[src/rtl/hazard_ctrl_pkg.sv]
// Shared pipeline definitions for the hazard controller: FSM state encoding
// and register-file index constants.
package hazard_ctrl_pkg;

  typedef enum logic {
    RUN      = 1'b0,
    MEM_WAIT = 1'b1
  } hz_state_t;

  localparam int                   REG_IDX_W = 5;
  localparam logic [REG_IDX_W-1:0] REG_X0    = '0;

endpackage

[src/rtl/hazard_ctrl_load_use_detect.sv]
// Load-use comparator: flags an ID instruction that reads the destination of
// a load currently in EX. Writes to x0 never create a dependency.
module load_use_detect
  import hazard_ctrl_pkg::*;
(
  input  logic [REG_IDX_W-1:0] rs1,
  input  logic [REG_IDX_W-1:0] rs2,
  input  logic                 uses_rs1,
  input  logic                 uses_rs2,
  input  logic [REG_IDX_W-1:0] ex_rd,
  input  logic                 ex_mem_read,
  output logic                 lu
);

  logic [REG_IDX_W-1:0] src [2];
  logic [1:0]           uses;
  logic [1:0]           hit;

  assign src[0] = rs1;
  assign src[1] = rs2;
  assign uses   = {uses_rs2, uses_rs1};

  genvar gi;
  generate
    for (gi = 0; gi < 2; gi++) begin : g_src
      assign hit[gi] = uses[gi] && (src[gi] == ex_rd);
    end
  endgenerate

  assign lu = ex_mem_read && (ex_rd != REG_X0) && (|hit);

endmodule

[src/rtl/hazard_ctrl.sv]
// Stall/flush controller for the 5-stage pipeline: load-use bubbles, memory-wait
// freeze and taken-branch squash. Perf counters exist only with HAZARD_PERF_CNT_EN.
module hazard_ctrl
  import hazard_ctrl_pkg::*;
#(
  parameter int MEM_TIMEOUT = 64,
  parameter int CNT_W       = 32
) (
  input  logic                 clk,
  input  logic                 rst_n,
  input  logic [REG_IDX_W-1:0] IF_ID_RS1,
  input  logic [REG_IDX_W-1:0] IF_ID_RS2,
  input  logic                 IF_ID_UsesRS1,
  input  logic                 IF_ID_UsesRS2,
  input  logic [REG_IDX_W-1:0] ID_EX_RD,
  input  logic                 ID_EX_MemRead,
  input  logic                 EX_MEM_MemAccess,
  input  logic                 mem_ready,
  input  logic                 branch_taken,
  output logic                 PC_Write,
  output logic                 IF_ID_Write,
  output logic                 ID_EX_Bubble,
  output logic                 IF_ID_Flush,
  output logic                 ID_EX_Flush,
  output logic                 Pipe_Hold,
  output logic                 mem_timeout,
  output logic [CNT_W-1:0]     stall_cycles,
  output logic [CNT_W-1:0]     flush_events
);

  localparam logic [7:0] TIMEOUT_LIM = 8'(MEM_TIMEOUT);

  hz_state_t  state_reg;
  logic       flush_pending_reg;
  logic [7:0] wait_cnt_reg;
  logic       mem_timeout_reg;

  logic       lu;
  logic       ms;
  logic       hold;
  logic       flush_req;
  logic [7:0] wait_cnt_next;

  load_use_detect u_lu (
    .rs1         (IF_ID_RS1),
    .rs2         (IF_ID_RS2),
    .uses_rs1    (IF_ID_UsesRS1),
    .uses_rs2    (IF_ID_UsesRS2),
    .ex_rd       (ID_EX_RD),
    .ex_mem_read (ID_EX_MemRead),
    .lu          (lu)
  );

  assign ms            = EX_MEM_MemAccess && !mem_ready;
  // In MEM_WAIT only mem_ready releases the freeze, whatever MEM currently shows.
  assign hold          = (state_reg == RUN) ? ms : !mem_ready;
  assign flush_req     = branch_taken || ((state_reg == MEM_WAIT) && flush_pending_reg);
  assign wait_cnt_next = (wait_cnt_reg == 8'hFF) ? 8'hFF : wait_cnt_reg + 8'd1;

  always_comb begin
    PC_Write     = 1'b1;
    IF_ID_Write  = 1'b1;
    ID_EX_Bubble = 1'b0;
    IF_ID_Flush  = 1'b0;
    ID_EX_Flush  = 1'b0;
    Pipe_Hold    = 1'b0;
    if (!rst_n) begin
      PC_Write    = 1'b0;
      IF_ID_Write = 1'b0;
      IF_ID_Flush = 1'b1;
      ID_EX_Flush = 1'b1;
    end else if (hold) begin
      PC_Write    = 1'b0;
      IF_ID_Write = 1'b0;
      Pipe_Hold   = 1'b1;
    end else if (flush_req) begin
      IF_ID_Flush = 1'b1;
      ID_EX_Flush = 1'b1;
    end else if (lu) begin
      PC_Write     = 1'b0;
      IF_ID_Write  = 1'b0;
      ID_EX_Bubble = 1'b1;
    end
  end

  always_ff @(posedge clk or negedge rst_n) begin
    if (!rst_n) begin
      state_reg         <= RUN;
      flush_pending_reg <= 1'b0;
      wait_cnt_reg      <= 8'd0;
      mem_timeout_reg   <= 1'b0;
    end else if (state_reg == RUN) begin
      wait_cnt_reg <= 8'd0;
      if (ms) begin
        state_reg         <= MEM_WAIT;
        flush_pending_reg <= branch_taken;
      end else begin
        flush_pending_reg <= 1'b0;
      end
    end else begin
      if (mem_ready) begin
        state_reg         <= RUN;
        wait_cnt_reg      <= 8'd0;
        flush_pending_reg <= 1'b0;
      end else begin
        wait_cnt_reg      <= wait_cnt_next;
        flush_pending_reg <= flush_pending_reg || branch_taken;
        if (wait_cnt_next >= TIMEOUT_LIM)
          mem_timeout_reg <= 1'b1;
      end
    end
  end

  assign mem_timeout = mem_timeout_reg;

`ifdef HAZARD_PERF_CNT_EN
  logic [CNT_W-1:0] stall_cycles_reg;
  logic [CNT_W-1:0] flush_events_reg;

  always_ff @(posedge clk or negedge rst_n) begin
    if (!rst_n) begin
      stall_cycles_reg <= '0;
      flush_events_reg <= '0;
    end else begin
      if (!PC_Write)
        stall_cycles_reg <= stall_cycles_reg + CNT_W'(1);
      if (IF_ID_Flush)
        flush_events_reg <= flush_events_reg + CNT_W'(1);
    end
  end

  assign stall_cycles = stall_cycles_reg;
  assign flush_events = flush_events_reg;
`else
  assign stall_cycles = '0;
  assign flush_events = '0;
`endif

endmodule

[config.mk]
export PLATFORM = sky130hd
export DESIGN_NAME = hazard_ctrl
export DESIGN_NICKNAME = d
export VERILOG_FILES = /design/src/rtl/hazard_ctrl_pkg.sv /design/src/rtl/hazard_ctrl_load_use_detect.sv /design/src/rtl/hazard_ctrl.sv
export SDC_FILE = /design/constraint.sdc
export NUM_CORES = 1
export LEC_CHECK = 0
export ABC_CLOCK_PERIOD_IN_PS = 2280
export CAP_MARGIN = 20
export CORE_ASPECT_RATIO = 1.25
export CORE_MARGIN = 4
export CORE_UTILIZATION = 25
export DETAILED_ROUTE_END_ITERATION = 10
export PLACE_DENSITY_LB_ADDON = 0.12
export SETUP_SLACK_MARGIN = 0.5
export SYNTH_ARGS = -nofsm -noshare
export SYNTH_HDL_FRONTEND = slang
export SYNTH_SLANG_ARGS = --single-unit
[constraint.sdc]
create_clock -name clk -period 2.28 [get_ports clk]
set_input_delay 0.57 -clock clk [delete_from_list [all_inputs] [get_ports clk]]
set_output_delay 0.57 -clock clk [all_outputs]
set_load 0.02 [all_outputs]
==> flow_summary_export.csv, run 1 <==
group,metric,value,unit
global_routing,grt_pass1_wl,4.30,mm
cts,clock-sinks,11,
pwr,powerDensity,428,nW/um2
yosys,syn_avg_cell_area,8.39,um2
placed_design,hpwl,2.19,mm
timing,drv_slew,0,
layout,stdcell_count,239,
timing,fmax,0.472,GHz
outcome,outcome,"finished, final reports clean",
cts,clkTransAtPathRegs,50,ps
timing,tns,0,ps
yosys,synth_compound_area_share,6.51,%
cts,root_buffer,"clkbuf_8",
global_routing,antenna_found_initial,0,
global_routing,grt_pass1_vias,883,
timing,rsz0062_at_grt,"true",
layout,mostFrequentLayoutCells,"conb_1, buf_4, dfrtp_1, buf_6, buf_2",
critical_path,slowest_stage,"o22ai_2",
yosys,synth-xor-area-share,10.3,%
critical_path,cp_cell_sequence,"buf_6 > xnor2_2 > nand4_1 > o22ai_2 > buf_4 > a41oi_2 > buf_4",
timing,fin_crit,2120,ps
layout,multiInputGateArea,714,um2
timing,setup_violations,0,
timing,finalHoldViolations,0,
critical_path,crit_required,1710,ps
yosys,synth.area.mux_share,0,%
cts,cts_max_level,1,
yosys,synth_top_area_cell,"buf_4",
yosys,synth_fa_ha_area_share,1.05,%
placed_design,io_buffer_count,29,
yosys,synth_top_cell_area_share,41.6,%
placed_design,gp_congestion,0.802,
route,wl_per_cell,10.8,um
placed_design,post-place-ws,-708,ps
layout,largest_reg_flops,8,
layout,register_area,275,um2
timing,finalCritPeriodShare,92.9,%
critical_path,end_kind,"primary output",
yosys,yosysSeqAreaShare,23.1,%
cts,hold_buffers,0,
global_routing,grt_overflow,0,
route,vias_per_cell,3.60,
layout,final_area,1450,um2
floorplanning,placement_rows,27,
floorplanning,coreArea,4490,um2
route,drt_iter0_markers,4,
cts,clock_latency,230,ps
pwr,ir_drop,0.177,mV
floorplanning,io_pins,94,
flow_run,cap_violations,0,
yosys,async_flop_share,100,%
layout,utilization,32.2,%
critical_path,cpMostUsedCell,"buf_4",
cts,numCtsBuffers,3,
yosys,netlist_instances,142,
yosys,synth_seq_cells,11,
yosys,synth_top_family_by_area,"buffers and inverters",
layout,layout.nets,206,
placed_design,dpl_cell_area,1360,um2
layout,syn2layout_area_growth,21.4,%
critical_path,worstPathArrival,1550,ps
layout,final_common_cell,"conb_1",
layout,diodes,0,
hold_path,min_path_type,"reg2reg",
yosys,yosysWarnings,0,
layout,fillers,506,
timing,fin_skew,0.635,ps
floorplanning,die_y,85.2,um
global_routing,grt_start_max_net_pins,12,
cts,cts_tree,"done",
timing,layout_setup_ws,163,ps
yosys,synth_edf_count,0,
floorplanning,die_w,69.7,um
yosys,ys_types,29,
cts,cts.path.max_buffers,2,
yosys,synthFlopType,"dfrtp_1",
yosys,synth_area_leaders,"buf_4, dfrtp_1, xnor2_1, a21oi_1, nand2_1",
floorplanning,die_area,5940,um2
route,ant_nets,0,
route,drt_wl_total,2.58,mm
yosys,synth-simple-area-share,16.2,%
critical_path,critPathKind,"in2out",
yosys,syn-cell-area,1190,um2
placed_design,numPlacedInstances,230,
route,routed-via-count,861,
layout,drive_gt1_share,30.4,%
pwr,leakage,0.723,nW
floorplanning,start_util,26.5,%
critical_path,path_max_fanout,2,
route,drcViolationCount,0,
route,drtPass1Iterations,4,
critical_path,start_kind,"input pin",
global_routing,grt.total_usage,8.68,%
critical_path,crit_path_max_incr_delay,200,ps
cell usage after synthesis, types with 2 or more instances:
cell type  instances
a21oi_1            8
buf_4             66
dfrtp_1           11
inv_1              2
nand2_1            7
nand3_1            3
nand3_2            2
nand4_1            2
nor2_1             7
nor3_1             3
xnor2_1           12
xor2_1             2
cell type report:
class,instances,share of cell area (%)
multi-input combinational,125,49.4
timing repair buffer,39,22.8
sequential,11,19.0
tap,58,5.02
clock buffer,4,3.11
inverter,2,0.692
metrics by stage:
step | hold WS (ps) | total power, mW
after floorplan | 274 | 0.428
after global placement | 477 | 0.415
after detailed placement | 491 | 0.415
after CTS | 498 | 0.619
after global routing | 522 | 0.651
final | 493 | 0.618
logic make-up (layout without fill, tap and decap cells):
group	Yosys count	count (layout)
buf+inv	69	45
xor+xnor	14	14
simple gates	33	33
other cells	1	64
compound gates	13	13
fa+ha+maj	1	1
flops	11	11
what timing repair did:
action	CTS	global route
resized for setup	120	8
pin swaps	21	9
endpoints found under the setup margin	7	6
buffers inserted	4	1
power breakdown:
| group | leakage, nW | switching [mW] | internal, mW | total [mW] |
|---|---|---|---|---|
| logic | 0.550 | 0.150 | 0.0738 | 0.224 |
| clock network | 0.0228 | 0.0704 | 0.123 | 0.193 |
| registers | 0.151 | 0.00272 | 0.199 | 0.202 |
metal layers:
metal  track usage [%]  share of wire (%)
met1              8.47                 31
met2              17.2                 57
met3              2.73                 11
met4              2.61                1.1
met5                 0                  0
path summary, 6_finish.rpt:
check	startpoint	to	slack, ps	cells past startpoint
worst max-delay path	IF_ID_RS2[3]	IF_ID_Write	160	7
worst min register to register	wait_cnt_reg[0]	wait_cnt_reg[0]	490	1
worst max register to register	state_reg	state_reg	900	8
worst min-delay path	wait_cnt_reg[0]	wait_cnt_reg[0]	490	1
max in group asynchronous	rst_n	mem_timeout	1600	3
min in group asynchronous	rst_n	state_reg	530	3
critical path, delay by kind of cell:
family | cells | cell delay [ps]
buf+inv | 3 | 410
simple gates | 1 | 130
xor+xnor | 1 | 150
compound gates | 2 | 290
(Power assumes the default switching activity.)
==> run 2, diff against run 1 <==
--- a/config.mk
+++ b/config.mk
@@ -7,5 +7,5 @@
 export LEC_CHECK = 0
 export ABC_CLOCK_PERIOD_IN_PS = 2280
-export CAP_MARGIN = 20
+export CAP_MARGIN = 10
 export CORE_ASPECT_RATIO = 1.25
 export CORE_MARGIN = 4
==> constraint.sdc (replaced) <==
create_clock -name clk -period 2.28 [get_ports clk]
set_input_delay 0.228 -clock clk [delete_from_list [all_inputs] [get_ports clk]]
set_output_delay 0.228 -clock clk [all_outputs]
set_load 0.02 [all_outputs]
==> run 2 against run 1 <==
Against the previous run:
- combinational power fell by 11%
- first-iteration DRC count rose by 50%
- fmax rose by 25%
- non-clock buffer count fell by 9
- sequential cell count did not move
- register-to-register slack barely moved
- utilization fell by 2.3 points
- clock-buffer cell count did not move
- worst setup slack improved by 430 ps
- sequential power barely moved
- clock skew rose by 1.0 ps
==> flow_summary_export.csv, run 2 (synthesis results as in run 1) <==
group,metric,value,unit
timing,fin_crit,1690,ps
route,wl_per_cell,10.9,um
global_routing,grt_overflow,0,
global_routing,grt.total_usage,8.14,%
global_routing,antenna_found_initial,0,
critical_path,end_kind,"primary output",
placed_design,io_buffer_count,29,
layout,fillers,493,
timing,rsz0062_at_grt,"true",
layout,mostFrequentLayoutCells,"conb_1, clkdlybuf4s50_1, xnor2_1",
timing,finalHoldViolations,0,
cts,clkTransAtPathRegs,50,ps
global_routing,grt_pass1_vias,792,
route,drcViolationCount,0,
cts,cts_max_level,1,
route,vias_per_cell,3.50,
cts,numCtsBuffers,3,
timing,drv_slew,0,
layout,largest_reg_flops,8,
floorplanning,io_pins,94,
critical_path,crit_path_max_incr_delay,470,ps
route,drt_wl_total,2.51,mm
route,drtPass1Iterations,2,
floorplanning,coreArea,4490,um2
route,drt_iter0_markers,6,
pwr,ir_drop,0.168,mV
cts,clock-sinks,11,
timing,fin_skew,1.68,ps
floorplanning,die_y,85.2,um
cts,cts.path.max_buffers,2,
placed_design,gp_congestion,0.825,
timing,finalCritPeriodShare,74.1,%
floorplanning,placement_rows,27,
critical_path,critPathKind,"in2out",
timing,setup_violations,0,
flow_run,cap_violations,0,
global_routing,grt_start_max_net_pins,12,
critical_path,rr_worst_depth,5,
layout,register_area,275,um2
cts,cts_tree,"done",
layout,multiInputGateArea,668,um2
critical_path,worstPathArrival,1460,ps
timing,finalHoldWorstSlack,438,ps
critical_path,cp_cell_sequence,"clkdlybuf4s50_1 > xnor2_1 > nand4_1 > o22ai_2 > and4bb_1 > buf_4",
critical_path,path_max_fanout,2,
pwr,leakage,0.621,nW
layout,stdcell_count,230,
floorplanning,die_w,69.7,um
critical_path,slowest_stage,"clkdlybuf4s50_1",
cts,root_buffer,"clkbuf_8",
layout,diodes,0,
critical_path,start_kind,"input pin",
global_routing,grt_pass1_wl,3.97,mm
floorplanning,die_area,5940,um2
layout,final_common_cell,"conb_1",
outcome,outcome,"finished, final reports clean",
pwr,powerDensity,440,nW/um2
route,ant_nets,0,
hold_path,min_path_type,"in2async",
layout,drive_gt1_share,12.2,%
critical_path,crit_required,2050,ps
layout,layout.nets,197,
placed_design,numPlacedInstances,226,
layout,utilization,29.9,%
route,routed-via-count,804,
placed_design,hpwl,2.13,mm
layout,syn2layout_area_growth,12.8,%
floorplanning,start_util,26.5,%
timing,fmax,0.592,GHz
cts,clock_latency,230,ps
run 2: stage by stage:
stage | area [um2] | total power, mW | TNS (ps) | setup WS [ps]
3_3_place_gp | 1300 | 0.403 | -14.3 | -6.44
3_5_place_dp | 1300 | 0.404 | -31.6 | -13.7
4_1_cts | 1330 | 0.593 | 0 | 509
2_1_floorplan | 1430 | 0.424 | 0 | 636
6_report | 1340 | 0.591 | 0 | 591
5_1_grt | 1340 | 0.624 | 0 | 493
run 2: layout make-up:
| type | count | share of cell area (%) |
|---|---|---|
| Clock buffer | 4 | 3.35 |
| Sequential cell | 11 | 20.5 |
| Inverter | 2 | 0.559 |
| Timing Repair Buffer | 30 | 20.5 |
| Multi-Input combinational cell | 125 | 49.7 |
| Tap cell | 58 | 5.40 |
run 2: what timing repair did:
item	4_1_cts	5_1_grt
pin swaps	1	1
gates resized for setup	31	10
hold buffers	0	0
setup buffers	0	0
setup endpoints to repair	6	6
gates cloned	0	0
run 2: routing by layer:
metal	vias to the layer above	share of wire [%]	routed length, um	global-route usage (%)
li1	386	-	-	-
met1	366	35	880	8.55
met2	52	54	1350	15.5
met3	0	11	275	2.61
met4	0	0	0	2.09
met5	-	0	0	0
run 2: power breakdown:
group          leakage [nW]  total (mW)  switching, mW  internal (mW)
Sequential            0.151       0.202        0.00247          0.199
Combinational         0.448       0.200          0.141         0.0586
Clock                0.0228       0.189         0.0671          0.122
Total                 0.621       0.591          0.211          0.380
run 2: final timing paths:
kind                       slack [ps]             from              end
setup / recovery                  590     IF_ID_RS2[4]     ID_EX_Bubble
hold / removal                    440            rst_n  wait_cnt_reg[1]
setup reg to reg                  900  wait_cnt_reg[0]      mem_timeout
hold reg to reg                   490  wait_cnt_reg[0]  wait_cnt_reg[0]
max in group asynchronous        1690            rst_n  wait_cnt_reg[3]
min in group clk                  490  wait_cnt_reg[0]  wait_cnt_reg[0]
run 2: worst max-delay path, delay by kind of cell:
| kind | cells | cell delay (ps) |
|---|---|---|
| AOI/OAI and AO/OA | 1 | 180 |
| xor gates and xnor gates | 1 | 130 |
| buffers and inverters | 2 | 610 |
| and+or+nand+nor | 2 | 310 |
